### config.mk
export PLATFORM = sky130hd
export DESIGN_NAME = factor_search_ctrl_flat
export DESIGN_NICKNAME = d
export VERILOG_FILES = /design/src/rtl/factor_search_if.sv /design/src/rtl/factor_search_ctrl.sv /design/src/flat_wrapper.sv
export SDC_FILE = /design/constraint.sdc
export NUM_CORES = 1
export LEC_CHECK = 0
export ABC_CLOCK_PERIOD_IN_PS = 5400
export BUFFER_PORTS_ARGS = -buffer_cell sky130_fd_sc_hd__buf_4
export CORE_MARGIN = 5
export CORE_UTILIZATION = 49
export DETAILED_ROUTE_END_ITERATION = 12
export PLACE_DENSITY = 0.83
export SETUP_SLACK_MARGIN = 0.05
export SKIP_LAST_GASP = 1
export SLEW_MARGIN = 15
export SYNTH_ARGS = -nofsm -noshare
export SYNTH_HDL_FRONTEND = slang
export SYNTH_SLANG_ARGS = --single-unit
export TNS_END_PERCENT = 100
### constraint.sdc
create_clock -name clk -period 5.4 [get_ports clk]
set_clock_uncertainty 0.2 [all_clocks]
set_input_delay 1.08 -clock clk [delete_from_list [all_inputs] [get_ports clk]]
set_output_delay 1.08 -clock clk [all_outputs]
set_load 0.01 [all_outputs]
### src/rtl/factor_search_if.sv
// Request/result bus between the factor search sequencer, its host and the
// combinational factor checker.
interface factor_search_if #(
  parameter int FW = 4,
  parameter int PW = 8,
  parameter int CW = 8
);
  logic          start;
  logic          abort;
  logic [PW-1:0] target;
  logic [FW-1:0] cand1;
  logic [FW-1:0] cand2;
  logic [PW-1:0] cand_tgt;
  logic          check_ok;
  logic          busy;
  logic          done;
  logic          found;
  logic [FW-1:0] f1;
  logic [FW-1:0] f2;
  logic [CW-1:0] checks;

  // Handshake: start is a level sampled on the clock edge and is accepted only
  // while the sequencer is idle; done is a one-cycle pulse whose results in
  // found/f1/f2/checks stay valid until the next accepted start. check_ok must
  // answer the cand1/cand2/cand_tgt values presented in the same cycle.
  modport slave (
    input  start, abort, target, check_ok,
    output cand1, cand2, cand_tgt, busy, done, found, f1, f2, checks
  );

  modport master (
    output start, abort, target, check_ok,
    input  cand1, cand2, cand_tgt, busy, done, found, f1, f2, checks
  );
endinterface

### src/rtl/factor_search_ctrl.sv
// Walks unordered candidate factor pairs (2 <= f1 <= f2) through an external
// combinational checker, one pair per cycle, stopping on the first hit.
module factor_search_ctrl #(
  parameter int FW = 4,
  parameter int PW = 8,
  parameter int CW = 8
) (
  input  logic                  clk,
  input  logic                  rst_n,
  factor_search_if.slave        bus,
  output logic [1:0]            dbg_state_o
);

  typedef enum logic [1:0] {
    S_IDLE   = 2'd0,
    S_SEARCH = 2'd1,
    S_DONE   = 2'd2
  } state_e;

  localparam logic [FW-1:0] MAX_F = '1;
  localparam logic [FW-1:0] MIN_F = FW'(2);
  localparam int            SQW   = PW + 2;

  state_e        state_q, state_d;
  logic [FW-1:0] cand1_q, cand1_d;
  logic [FW-1:0] cand2_q, cand2_d;
  logic [PW-1:0] tgt_q, tgt_d;
  logic          found_q, found_d;
  logic [FW-1:0] f1_q, f1_d;
  logic [FW-1:0] f2_q, f2_d;
  logic [CW-1:0] checks_q, checks_d;

  logic [FW:0]    next_row;
  logic [SQW-1:0] next_sq;
  logic           row_pruned;

  // A new row f1+1 can only hold a factor pair if (f1+1)^2 <= target.
  assign next_row   = {1'b0, cand1_q} + (FW+1)'(1);
  assign next_sq    = SQW'(next_row) * SQW'(next_row);
  assign row_pruned = (cand1_q == MAX_F) || (next_sq > SQW'(tgt_q));

  always_comb begin
    state_d  = state_q;
    cand1_d  = cand1_q;
    cand2_d  = cand2_q;
    tgt_d    = tgt_q;
    found_d  = found_q;
    f1_d     = f1_q;
    f2_d     = f2_q;
    checks_d = checks_q;
    case (state_q)
      S_IDLE: begin
        if (bus.start) begin
          tgt_d    = bus.target;
          cand1_d  = MIN_F;
          cand2_d  = MIN_F;
          checks_d = '0;
          found_d  = 1'b0;
          f1_d     = '0;
          f2_d     = '0;
          state_d  = S_SEARCH;
        end
      end
      S_SEARCH: begin
        checks_d = checks_q + CW'(1);
        if (bus.abort) begin
          state_d = S_IDLE;
        end else if (bus.check_ok) begin
          found_d = 1'b1;
          f1_d    = cand1_q;
          f2_d    = cand2_q;
          state_d = S_DONE;
        end else if (cand2_q != MAX_F) begin
          cand2_d = cand2_q + FW'(1);
        end else if (row_pruned) begin
          found_d = 1'b0;
          state_d = S_DONE;
        end else begin
          cand1_d = cand1_q + FW'(1);
          cand2_d = cand1_q + FW'(1);
        end
      end
      S_DONE: begin
        state_d = S_IDLE;
      end
      default: begin
        state_d = S_IDLE;
      end
    endcase
  end

  always_ff @(posedge clk or negedge rst_n) begin
    if (!rst_n) begin
      state_q  <= S_IDLE;
      cand1_q  <= '0;
      cand2_q  <= '0;
      tgt_q    <= '0;
      found_q  <= 1'b0;
      f1_q     <= '0;
      f2_q     <= '0;
      checks_q <= '0;
    end else begin
      state_q  <= state_d;
      cand1_q  <= cand1_d;
      cand2_q  <= cand2_d;
      tgt_q    <= tgt_d;
      found_q  <= found_d;
      f1_q     <= f1_d;
      f2_q     <= f2_d;
      checks_q <= checks_d;
    end
  end

  assign bus.cand1    = cand1_q;
  assign bus.cand2    = cand2_q;
  assign bus.cand_tgt = tgt_q;
  assign bus.busy     = (state_q == S_SEARCH);
  assign bus.done     = (state_q == S_DONE);
  assign bus.found    = found_q;
  assign bus.f1       = f1_q;
  assign bus.f2       = f2_q;
  assign bus.checks   = checks_q;
  assign dbg_state_o  = state_q;

endmodule
### src/flat_wrapper.sv
// flat-port wrapper written by rule: the top's interface ports become plain ports
module factor_search_ctrl_flat 
#(
  parameter int FW = 4,
  parameter int PW = 8,
  parameter int CW = 8
)
  (clk, rst_n, dbg_state_o, bus_start, bus_abort, bus_target, bus_check_ok, bus_cand1, bus_cand2, bus_cand_tgt, bus_busy, bus_done, bus_found, bus_f1, bus_f2, bus_checks);
  factor_search_if #(.FW(FW), .PW(PW), .CW(CW)) bus_i ();
  input  logic clk;
  input  logic rst_n;
  output logic [1:0] dbg_state_o;
  input wire logic [$bits(bus_i.start)-1:0] bus_start;
  input wire logic [$bits(bus_i.abort)-1:0] bus_abort;
  input wire logic [$bits(bus_i.target)-1:0] bus_target;
  input wire logic [$bits(bus_i.check_ok)-1:0] bus_check_ok;
  output wire logic [$bits(bus_i.cand1)-1:0] bus_cand1;
  output wire logic [$bits(bus_i.cand2)-1:0] bus_cand2;
  output wire logic [$bits(bus_i.cand_tgt)-1:0] bus_cand_tgt;
  output wire logic [$bits(bus_i.busy)-1:0] bus_busy;
  output wire logic [$bits(bus_i.done)-1:0] bus_done;
  output wire logic [$bits(bus_i.found)-1:0] bus_found;
  output wire logic [$bits(bus_i.f1)-1:0] bus_f1;
  output wire logic [$bits(bus_i.f2)-1:0] bus_f2;
  output wire logic [$bits(bus_i.checks)-1:0] bus_checks;
  assign bus_i.start = bus_start;
  assign bus_i.abort = bus_abort;
  assign bus_i.target = bus_target;
  assign bus_i.check_ok = bus_check_ok;
  assign bus_cand1 = bus_i.cand1;
  assign bus_cand2 = bus_i.cand2;
  assign bus_cand_tgt = bus_i.cand_tgt;
  assign bus_busy = bus_i.busy;
  assign bus_done = bus_i.done;
  assign bus_found = bus_i.found;
  assign bus_f1 = bus_i.f1;
  assign bus_f2 = bus_i.f2;
  assign bus_checks = bus_i.checks;
  factor_search_ctrl #(.FW(FW), .PW(PW), .CW(CW)) u_core (.clk(clk), .rst_n(rst_n), .bus(bus_i), .dbg_state_o(dbg_state_o));
endmodule
==> impl_metrics.yaml, run 1 <==
sta:
  fmax_mhz: 187
  setup_ws_ps: 38.3
  finalMaxSlewViolations: 0
  setup_viol: 0
  maxSlewHeadroom_pct: 58.3
  fin_crit_sh_pct: 99.3
  hold_violations: 0
  rsz0062_at_grt: "yes"
  min_period_ps: 5360
  worst_pin_slew_ps: 625
clock_tree:
  cts_tree: "built"
  clock_path_buffers: 2
  cts-root-buf: "clkbuf_8"
  htree_levels: 2
  worstSkewPairLatency_ps: 290
  cts.sink_count: 35
  cts_buffers: 5
  cts.clk_slew.worst_paths_ps: 80
final_layout:
  drive_gt1_share_pct: 34.5
  post-route-util_pct: 69.8
  num_antenna_cells: 0
  area_delta_synth_final_pct: 35.4
  layout.nets: 352
place:
  dp_hpwl_mm: 4.44
  place_congestion: 0.886
  dp_slack_ps: -12.1
  port_buffers: 49
power:
  p_leak_nw: 1.53
  p_sw_uw: 370
  seq_power_share_pct: 35.8
  intPower_uw: 652
  powerDensity_nw_per_um2: 329
  comb_power_share_pct: 41.3
  peakVddDrop_mv: 0.305
  pwr-share-clk_pct: 22.9
  switching_share_pct: 36.2
global_route:
  grt-busiest-layer: "met2"
  grt-ovfl-total: 0
  grt_use_met2_pct: 35.4
  grt_pass1_wl_mm: 9.62
  grt_use_total_pct: 19.4
  grtUsageMet1_pct: 22.3
  grt_pass1_vias: 2126
  grt_max_degree: 36
  gr-usage-met3_pct: 4.81
  antenna_found_initial: 0
worst_setup_path:
  criticalPathCategory: "flip-flop to flip-flop"
  crit_start: "u_core.bus.cand1[0]"
  crit_path_end_kind: "flip-flop"
  worstPathArrival_ps: 5340
  rr_worst_depth: 19
  critPathMaxFanout: 5
  crit_path_start_kind: "flip-flop"
  r2r-start: "u_core.bus.cand1[0]"
  worstPathRequired_ps: 5380
worst_hold_path:
  min_path_type: "flip-flop to flip-flop"
  hold_depth: 1
  min-delay-start: "u_core.bus.checks[7]"
floorplan:
  dieWidth_um: 78.4
  dieArea_um2: 6140
  std_cell_rows: 24
  fp.coreArea_um2: 4440
  start_util_pct: 51.5
  chipHeight_um: 78.4
  io_pins: 50
drt:
  route.detailed.drc: 0
  drtIter0Drc: 203
  postRouteAntennaNets: 0
  routed_wl_mm: 6.04
  routed-via-count: 2156
  drt-vias-per-instance: 5.86
  post_drt_wl_per_cell_um: 16.4
  dr.pass1.iters: 4
synthesis:
  yosys.cell_count.top_type: "dfrtp_1"
  synth_seq_area_share_pct: 38.2
  synth_top_area_share_pct: 38.2
  yosysUniqueCellTypes: 52
  syn_area_per_cell_um2: 9.35
  synthesis.nets: 282
  ys.flop_type: "dfrtp_1"
  syn_area_um2: 2290
  syn_inst: 245
  yosys-top-cells-area: "dfrtp_1, ha_1, o21ai_0, nor2_1, nand2_1"
  synth_edf_count: 0
  async_flop_share_pct: 100
  yosysTopAreaCell: "dfrtp_1"
  yosys_warnings: 0
  ys_ff_latch: 35
  synth.cells.most_frequent: "dfrtp_1, nor2_1, ha_1"
outcome:
  status: "finished clean"
job:
  drv_cap: 0
## critical path: stages (launching register included)
cell      delay, ps
dfrtp_2         450
inv_2            90
ha_4            190
or2_4           240
fa_1            460
fa_1            550
inv_1            40
ha_1            270
a41o_2          260
ha_4            290
inv_2            30
o21bai_1        140
a21oi_2          70
xnor2_1         130
ha_1            330
a211oi_2        250
o31a_2          200
a221oi_4         80
or4_4           600
o32a_1          360
## per-layer routing
metal | part of all wire (%) | vias to the layer above
li1 | - | 1023
met4 | 1.5 | 0
met2 | 52 | 78
met1 | 41 | 1038
met5 | 0 | -
met3 | 5.6 | 17
## cell families (layout without fill, tap and decap cells)
logic type	Yosys count	count (layout)	share of synthesized area, %
simple gates	85	85	17.6
compound gates	61	61	19.4
flops	35	35	38.2
buf+inv	25	96	4.75
fa+ha+maj	24	24	13.8
xor+xnor	9	9	3.77
mux	5	5	2.29
other cells	1	1	0.164
## placed cells by master, fill, tap and decap left out, types with 3 or more instances in the layout
cell and count:
nand3_1 10, xor2_1 3, a22o_1 7, inv_1 15, clkbuf_8 5, a21o_1 3, buf_4 67, dfrtp_1 33
inv_2 4, nand4_1 3, ha_4 3, o21ai_0 21, nand2_1 21, mux2i_1 3, ha_1 19, nor3_1 5
nor2b_1 3, a21oi_1 5, and3_1 4, nor2_1 23, xnor2_1 5
## power groups by stage
| stage | clock, mW | sequential [mW] | combinational (mW) |
|---|---|---|---|
| after floorplan | 0 | 0.382 | 0.184 |
| after global placement | 0 | 0.366 | 0.341 |
| after detailed placement | 0 | 0.368 | 0.354 |
| after CTS | 0.235 | 0.365 | 0.366 |
| after global routing | 0.247 | 0.376 | 0.461 |
| final | 0.234 | 0.366 | 0.422 |
## registers in the layout, indices dropped and copies added (netlist names)
register,count
u_core.bus.cand_tgt,8
u_core.bus.checks,8
u_core.bus.cand1,4
u_core.bus.cand2,4
u_core.bus.f1,4
u_core.bus.f2,4
u_core.dbg_state_o,2
u_core.bus.found,1
## final timing paths
path	end	slack, ps
setup / recovery	u_core.bus.cand1[1]	40
hold / removal	u_core.bus.checks[7]	290
setup reg to reg	u_core.bus.cand1[1]	40
hold reg to reg	u_core.bus.checks[7]	290
max in group asynchronous	u_core.bus.cand1[0]	4140
min in group asynchronous	u_core.bus.checks[7]	530
## area by class of cell
class | instances | area [µm²]
Fill cell | 370 | 1340
Clock inverter | 3 | 43.8
Multi-Input combinational cell | 185 | 1450
Clock buffer | 5 | 68.8
Sequential cell | 35 | 878
Inverter | 19 | 71.3
Timing Repair Buffer | 69 | 526
Tap cell | 52 | 65.1
## timing repair
item	CTS	global route
setup endpoints to repair	6	11
setup buffers	1	8
pin swaps	0	19
gates resized for setup	2	25
hold buffers	0	0
gates cloned	0	0
## per-stage QoR
stage | instances | area (µm²) | TNS, ps | power, mW | hold WS [ps]
4_1_cts | 360 | 2930 | 0 | 0.965 | 295
5_1_grt | 368 | 3100 | -345 | 1.08 | 339
3_5_place_dp | 351 | 2790 | -12.1 | 0.722 | 282
6_report | 368 | 3100 | 0 | 1.02 | 292
2_1_floorplan | 245 | 2300 | 0 | 0.566 | 316
3_3_place_gp | 351 | 2790 | 0 | 0.707 | 274
Note: power is estimated with default switching activity, not from simulation.
==> inputs of run 2 (changes only) <==
--- a/config.mk
+++ b/config.mk
@@ -8,9 +8,9 @@
 export ABC_CLOCK_PERIOD_IN_PS = 5400
 export BUFFER_PORTS_ARGS = -buffer_cell sky130_fd_sc_hd__buf_4
 export CORE_MARGIN = 5
-export CORE_UTILIZATION = 49
+export CORE_UTILIZATION = 35
 export DETAILED_ROUTE_END_ITERATION = 12
-export PLACE_DENSITY = 0.83
+export PLACE_DENSITY = 0.65
 export SETUP_SLACK_MARGIN = 0.05
 export SKIP_LAST_GASP = 1
 export SLEW_MARGIN = 15
==> run 2 against run 1 <==
Count of clock-buffer cells in the layout up 1; sequential power about the same; power down 7.7%; die area up 35%; non-clock buffer count down 2; critical endpoint is now u_core.bus.cand1[3]; worst hold slack better by 14 ps.
==> impl_metrics.yaml, run 2 (same netlist as run 1, synthesis figures left out) <==
outcome:
  status: "finished clean"
drt:
  routed-via-count: 2042
  route.detailed.drc: 0
  dr.pass1.iters: 4
  drtIter0Drc: 105
  drt-vias-per-instance: 5.24
  routed_wl_mm: 5.84
  post_drt_wl_per_cell_um: 15.0
  postRouteAntennaNets: 0
sta:
  hold_violations: 0
  finalMaxSlewViolations: 0
  min_period_ps: 5210
  setup_viol: 0
  tns_ps: 0
  fin_crit_sh_pct: 96.5
  worst_pin_slew_ps: 659
  maxSlewHeadroom_pct: 56.1
  rsz0062_at_grt: "yes"
  fmax_mhz: 192
floorplan:
  dieArea_um2: 8260
  std_cell_rows: 29
  fp.coreArea_um2: 6350
  dieWidth_um: 90.9
  start_util_pct: 36.1
  io_pins: 50
  chipHeight_um: 90.9
worst_setup_path:
  cp_slowest_cell: "fa_1"
  crit_path_start_kind: "flip-flop"
  criticalPathCategory: "flip-flop to flip-flop"
  worstPathRequired_ps: 5360
  slowest_delay_ps: 550
  worstPathArrival_ps: 5170
  crit_path_end_kind: "flip-flop"
  critPathMaxFanout: 5
  worstPathCellList: "nand3_2 > xnor2_2 > or2_4 > fa_1 > fa_1 > inv_1 > ha_1 > a41o_2 > ha_4 > inv_2 > o21bai_4 > a21oi_2 > xnor2_1 > ha_1 > a211oi_2 > o31a_2 > a221oi_4 > or4_4 > a21boi_4 > o32ai_2"
clock_tree:
  cts_buffers: 5
  clock_path_buffers: 2
  cts_tree: "built"
  cts_hold_buf: 0
  worstSkewPairLatency_ps: 290
  cts.sink_count: 35
  htree_levels: 2
  cts.clk_slew.worst_paths_ps: 80
  cts-root-buf: "clkbuf_8"
place:
  place_area_um2: 2850
  dp_hpwl_mm: 4.34
  place_congestion: 0.886
  port_buffers: 49
global_route:
  grt_pass1_wl_mm: 9.71
  grt_max_degree: 36
  antenna_found_initial: 0
  grt_use_total_pct: 14.1
  grt_pass1_vias: 2015
  grt-ovfl-total: 0
final_layout:
  num_antenna_cells: 0
  area_delta_synth_final_pct: 33.6
  stdcell_area_um2: 3060
  final_common_cell: "buf_4"
  layout.nets: 350
  final_cell_mix: "buf_4, dfrtp_1, nor2_1"
  drive_gt1_share_pct: 32.9
power:
  powerDensity_nw_per_um2: 308
  p_leak_nw: 1.50
  peakVddDrop_mv: 0.139
  finalPower_uw: 943
job:
  drv_cap: 0
worst_hold_path:
  min_path_type: "flip-flop to flip-flop"
-- run 2: cell type report --
type                       instances  area [µm²]
timing repair buffer              67         503
tap                               77        96.3
fill                             604        3290
inverter                          19        71.3
clock inverter                     1        5.00
sequential                        35         878
multi-input combinational        185        1420
clock buffer                       6        82.6
-- run 2: worst paths after layout --
kind,startpoint,endpoint,slack (ps),cells after the start
max,u_core.bus.cand1[1],u_core.bus.cand1[3],190,20
min,u_core.bus.f2[3],u_core.bus.f2[3],310,1
max reg2reg,u_core.bus.cand1[1],u_core.bus.cand1[3],190,20
min reg2reg,u_core.bus.f2[3],u_core.bus.f2[3],310,1
max in group asynchronous,rst_n,u_core.bus.cand1[1],4120,1
min in group asynchronous,rst_n,u_core.bus.cand2[1],540,1
-- run 2: routing by layer --
metal | vias up | part of all wire (%) | GRT usage, %
met2 | 53 | 48 | 23.4
met4 | 0 | 0.77 | 2.93
met1 | 975 | 45 | 18.2
li1 | 1009 | - | -
met5 | - | 0 | 0
met3 | 5 | 5.8 | 4.25
-- run 2: repair_timing --
action                                  4_1_cts  5_1_grt
buffers inserted                              1        2
endpoints found under the setup margin        9        9
resized for setup                             3       15
pin swaps                                     6       19
gates cloned                                  0        0
-- run 2: stage by stage --
stage	instances	utilization (%)	hold WS, ps	setup slack, ps
floorplan	245	-	316	83.1
global placement	380	44.9	275	126
detailed placement	380	44.9	298	-31.0
CTS	388	46.6	314	50.2
global route	390	48.2	337	8.54
finish	390	48.2	306	191
-- run 2: report_power, final --
part | internal, mW | switching [mW]
Clock | 0.100 | 0.0959
Sequential | 0.310 | 0.0550
Combinational | 0.184 | 0.197
-- run 2: worst max-delay path, delay by kind of cell, from the launching register on --
family                   cells  cell delay [ps]
XOR/XNOR                     2              290
flip-flops                   1              440
adder cells (fa/ha/maj)      5             1890
buffers and inverters        2               80
AND/OR/NAND/NOR              3              930
AO/OA/AOI/OAI                8             1240
==> inputs of run 3 (changes only) <==
--- a/config.mk
+++ b/config.mk
@@ -11,6 +11,7 @@
 export CORE_UTILIZATION = 35
 export DETAILED_ROUTE_END_ITERATION = 12
 export PLACE_DENSITY = 0.65
+export RECOVER_POWER = 50
 export SETUP_SLACK_MARGIN = 0.05
 export SKIP_LAST_GASP = 1
 export SLEW_MARGIN = 15
==> run 3 against run 2 <==
The flow now finishes with violations (capacitance limit, slew limit); sequential power barely moved; die area did not move; via count rose by 0.34%; combinational power fell by 5.5%; register-to-register slack barely moved; power fell by 2.3%; fmax barely moved; final cell count did not move; non-clock buffer count did not move; routed wire length barely moved; count of clock-buffer cells in the layout did not move; clock power barely moved; critical path type unchanged; critical endpoint unchanged; largest cell class unchanged.
==> impl_metrics.yaml, run 3 (same netlist as run 1, synthesis figures left out) <==
drt:
  drtIter0Drc: 107
  route.detailed.drc: 0
  dr.pass1.iters: 4
  post_drt_wl_per_cell_um: 15.0
  routed_wl_mm: 5.84
  postRouteAntennaNets: 0
  routed-via-count: 2049
  drt-vias-per-instance: 5.25
worst_setup_path:
  crit_path_start_kind: "flip-flop"
  crit_path_end_kind: "flip-flop"
  slowest_delay_ps: 550
  worstPathRequired_ps: 5360
  cp_slowest_cell: "fa_1"
  critPathMaxFanout: 5
  worstPathArrival_ps: 5170
  worstPathCellList: "nand3_2 > xnor2_2 > or2_4 > fa_1 > fa_1 > inv_1 > ha_1 > a41o_2 > ha_4 > inv_2 > o21bai_4 > a21oi_2 > xnor2_1 > ha_1 > a211oi_2 > o31a_2 > a221oi_4 > or4_4 > a21boi_4 > o32ai_2"
  criticalPathCategory: "flip-flop to flip-flop"
sta:
  finalMaxSlewViolations: 36
  fmax_mhz: 192
  fin_crit_sh_pct: 96.5
  hold_violations: 0
  setup_viol: 0
  rsz0062_at_grt: "yes"
  maxSlewHeadroom_pct: -26.8
  worst_pin_slew_ps: 1900
  min_period_ps: 5210
  setup_ws_ps: 191
clock_tree:
  cts_hold_buf: 0
  cts.sink_count: 35
  htree_levels: 2
  cts_buffers: 5
  cts_tree: "built"
  clock_path_buffers: 2
  cts.clk_slew.worst_paths_ps: 80
  cts-root-buf: "clkbuf_8"
  worstSkewPairLatency_ps: 290
final_layout:
  area_delta_synth_final_pct: 30.5
  final_common_cell: "buf_4"
  final_cell_mix: "buf_4, dfrtp_1, nor2_1"
  drive_gt1_share_pct: 26.8
  num_antenna_cells: 0
  nFillCells: 612
  layout.nets: 350
  stdcell_area_um2: 2990
place:
  place_congestion: 0.886
  dp_hpwl_mm: 4.34
  dp_slack_ps: -31.0
  place_area_um2: 2850
  port_buffers: 49
job:
  drv_cap: 1
global_route:
  grt_use_total_pct: 14.1
  grt_max_degree: 36
  grt_pass1_vias: 2015
  grt_pass1_wl_mm: 9.71
  grt-ovfl-total: 0
  antenna_found_initial: 0
floorplan:
  start_util_pct: 36.1
  io_pins: 50
  chipHeight_um: 90.9
  dieArea_um2: 8260
  fp.coreArea_um2: 6350
  dieWidth_um: 90.9
  std_cell_rows: 29
power:
  intPower_uw: 574
  peakVddDrop_mv: 0.133
  p_sw_uw: 347
  seq_power_share_pct: 39.5
  powerDensity_nw_per_um2: 308
  pwr-share-clk_pct: 21.3
  p_leak_nw: 1.43
  comb_power_share_pct: 39.1
  switching_share_pct: 37.7
  finalPower_uw: 921
worst_hold_path:
  min_path_type: "flip-flop to flip-flop"
outcome:
  violations: "capacitance limit, slew limit"
  status: "finished with violations"
==> run 3: changes by cell type in the layout (fill, tap and decap cells not counted) <==
cell      previous run  this run
buf_4               67        48
clkbuf_1             0        19
==> run 3: area by class of cell <==
type	instances	area, µm²	share of cell area [%]
flip-flops and latches	35	878	29.4
repair buffers	67	432	14.4
inverters	19	71.3	2.39
well taps	77	96.3	3.22
clock inverters	1	5.00	0.167
clock buffers	6	82.6	2.76
multi-input cells	185	1420	47.6
==> run 3: critical path: cells and delay by family, from the launching register on <==
family                   cells  cell delay (ps)
AO/OA/AOI/OAI                8             1240
XOR/XNOR                     2              290
adder cells (fa/ha/maj)      5             1890
buffers and inverters        2               80
flip-flops                   1              440
AND/OR/NAND/NOR              3              930
==> run 3: stage by stage <==
stage / cells / hold slack (ps) / util [%] / setup TNS, ps
after floorplan: 245 / 316 / - / 0
after global placement: 380 / 275 / 44.9 / 0
after detailed placement: 380 / 298 / 44.9 / -31.0
after CTS: 388 / 314 / 46.6 / 0
after global routing: 390 / 335 / 47.1 / 0
final: 390 / 304 / 47.1 / 0
==> run 3: routing by layer <==
layer	track usage, %	wire, µm
met5	0	0
met2	23.4	2800
met1	18.2	2620
met4	2.93	44
met3	4.25	368
==> run 3: power groups by stage <==
| stage | Combinational (mW) | Sequential, mW | Clock, mW |
|---|---|---|---|
| final | 0.360 | 0.364 | 0.196 |
| after CTS | 0.366 | 0.365 | 0.201 |
| after global placement | 0.349 | 0.368 | 0 |
| after global routing | 0.407 | 0.374 | 0.211 |
| after detailed placement | 0.357 | 0.370 | 0 |
| after floorplan | 0.184 | 0.382 | 0 |
==> run 3: final timing paths <==
kind                                     start                   to  slack [ps]  depth (start not counted)
hold / removal                u_core.bus.f2[3]     u_core.bus.f2[3]         300                          1
min in group asynchronous                rst_n  u_core.bus.cand1[0]        1110                          1
hold reg to reg               u_core.bus.f2[3]     u_core.bus.f2[3]         300                          1
setup reg to reg           u_core.bus.cand1[1]  u_core.bus.cand1[3]         190                         20
setup / recovery           u_core.bus.cand1[1]  u_core.bus.cand1[3]         190                         20
max in group asynchronous                rst_n  u_core.bus.cand1[1]        2670                          1
==> run 3: what timing repair did <==
action / CTS / global route
gates cloned: 0 / 0
endpoints found under the setup margin: 9 / 9
resized for setup: 3 / 15
setup buffers: 1 / 2
pin swaps: 6 / 19
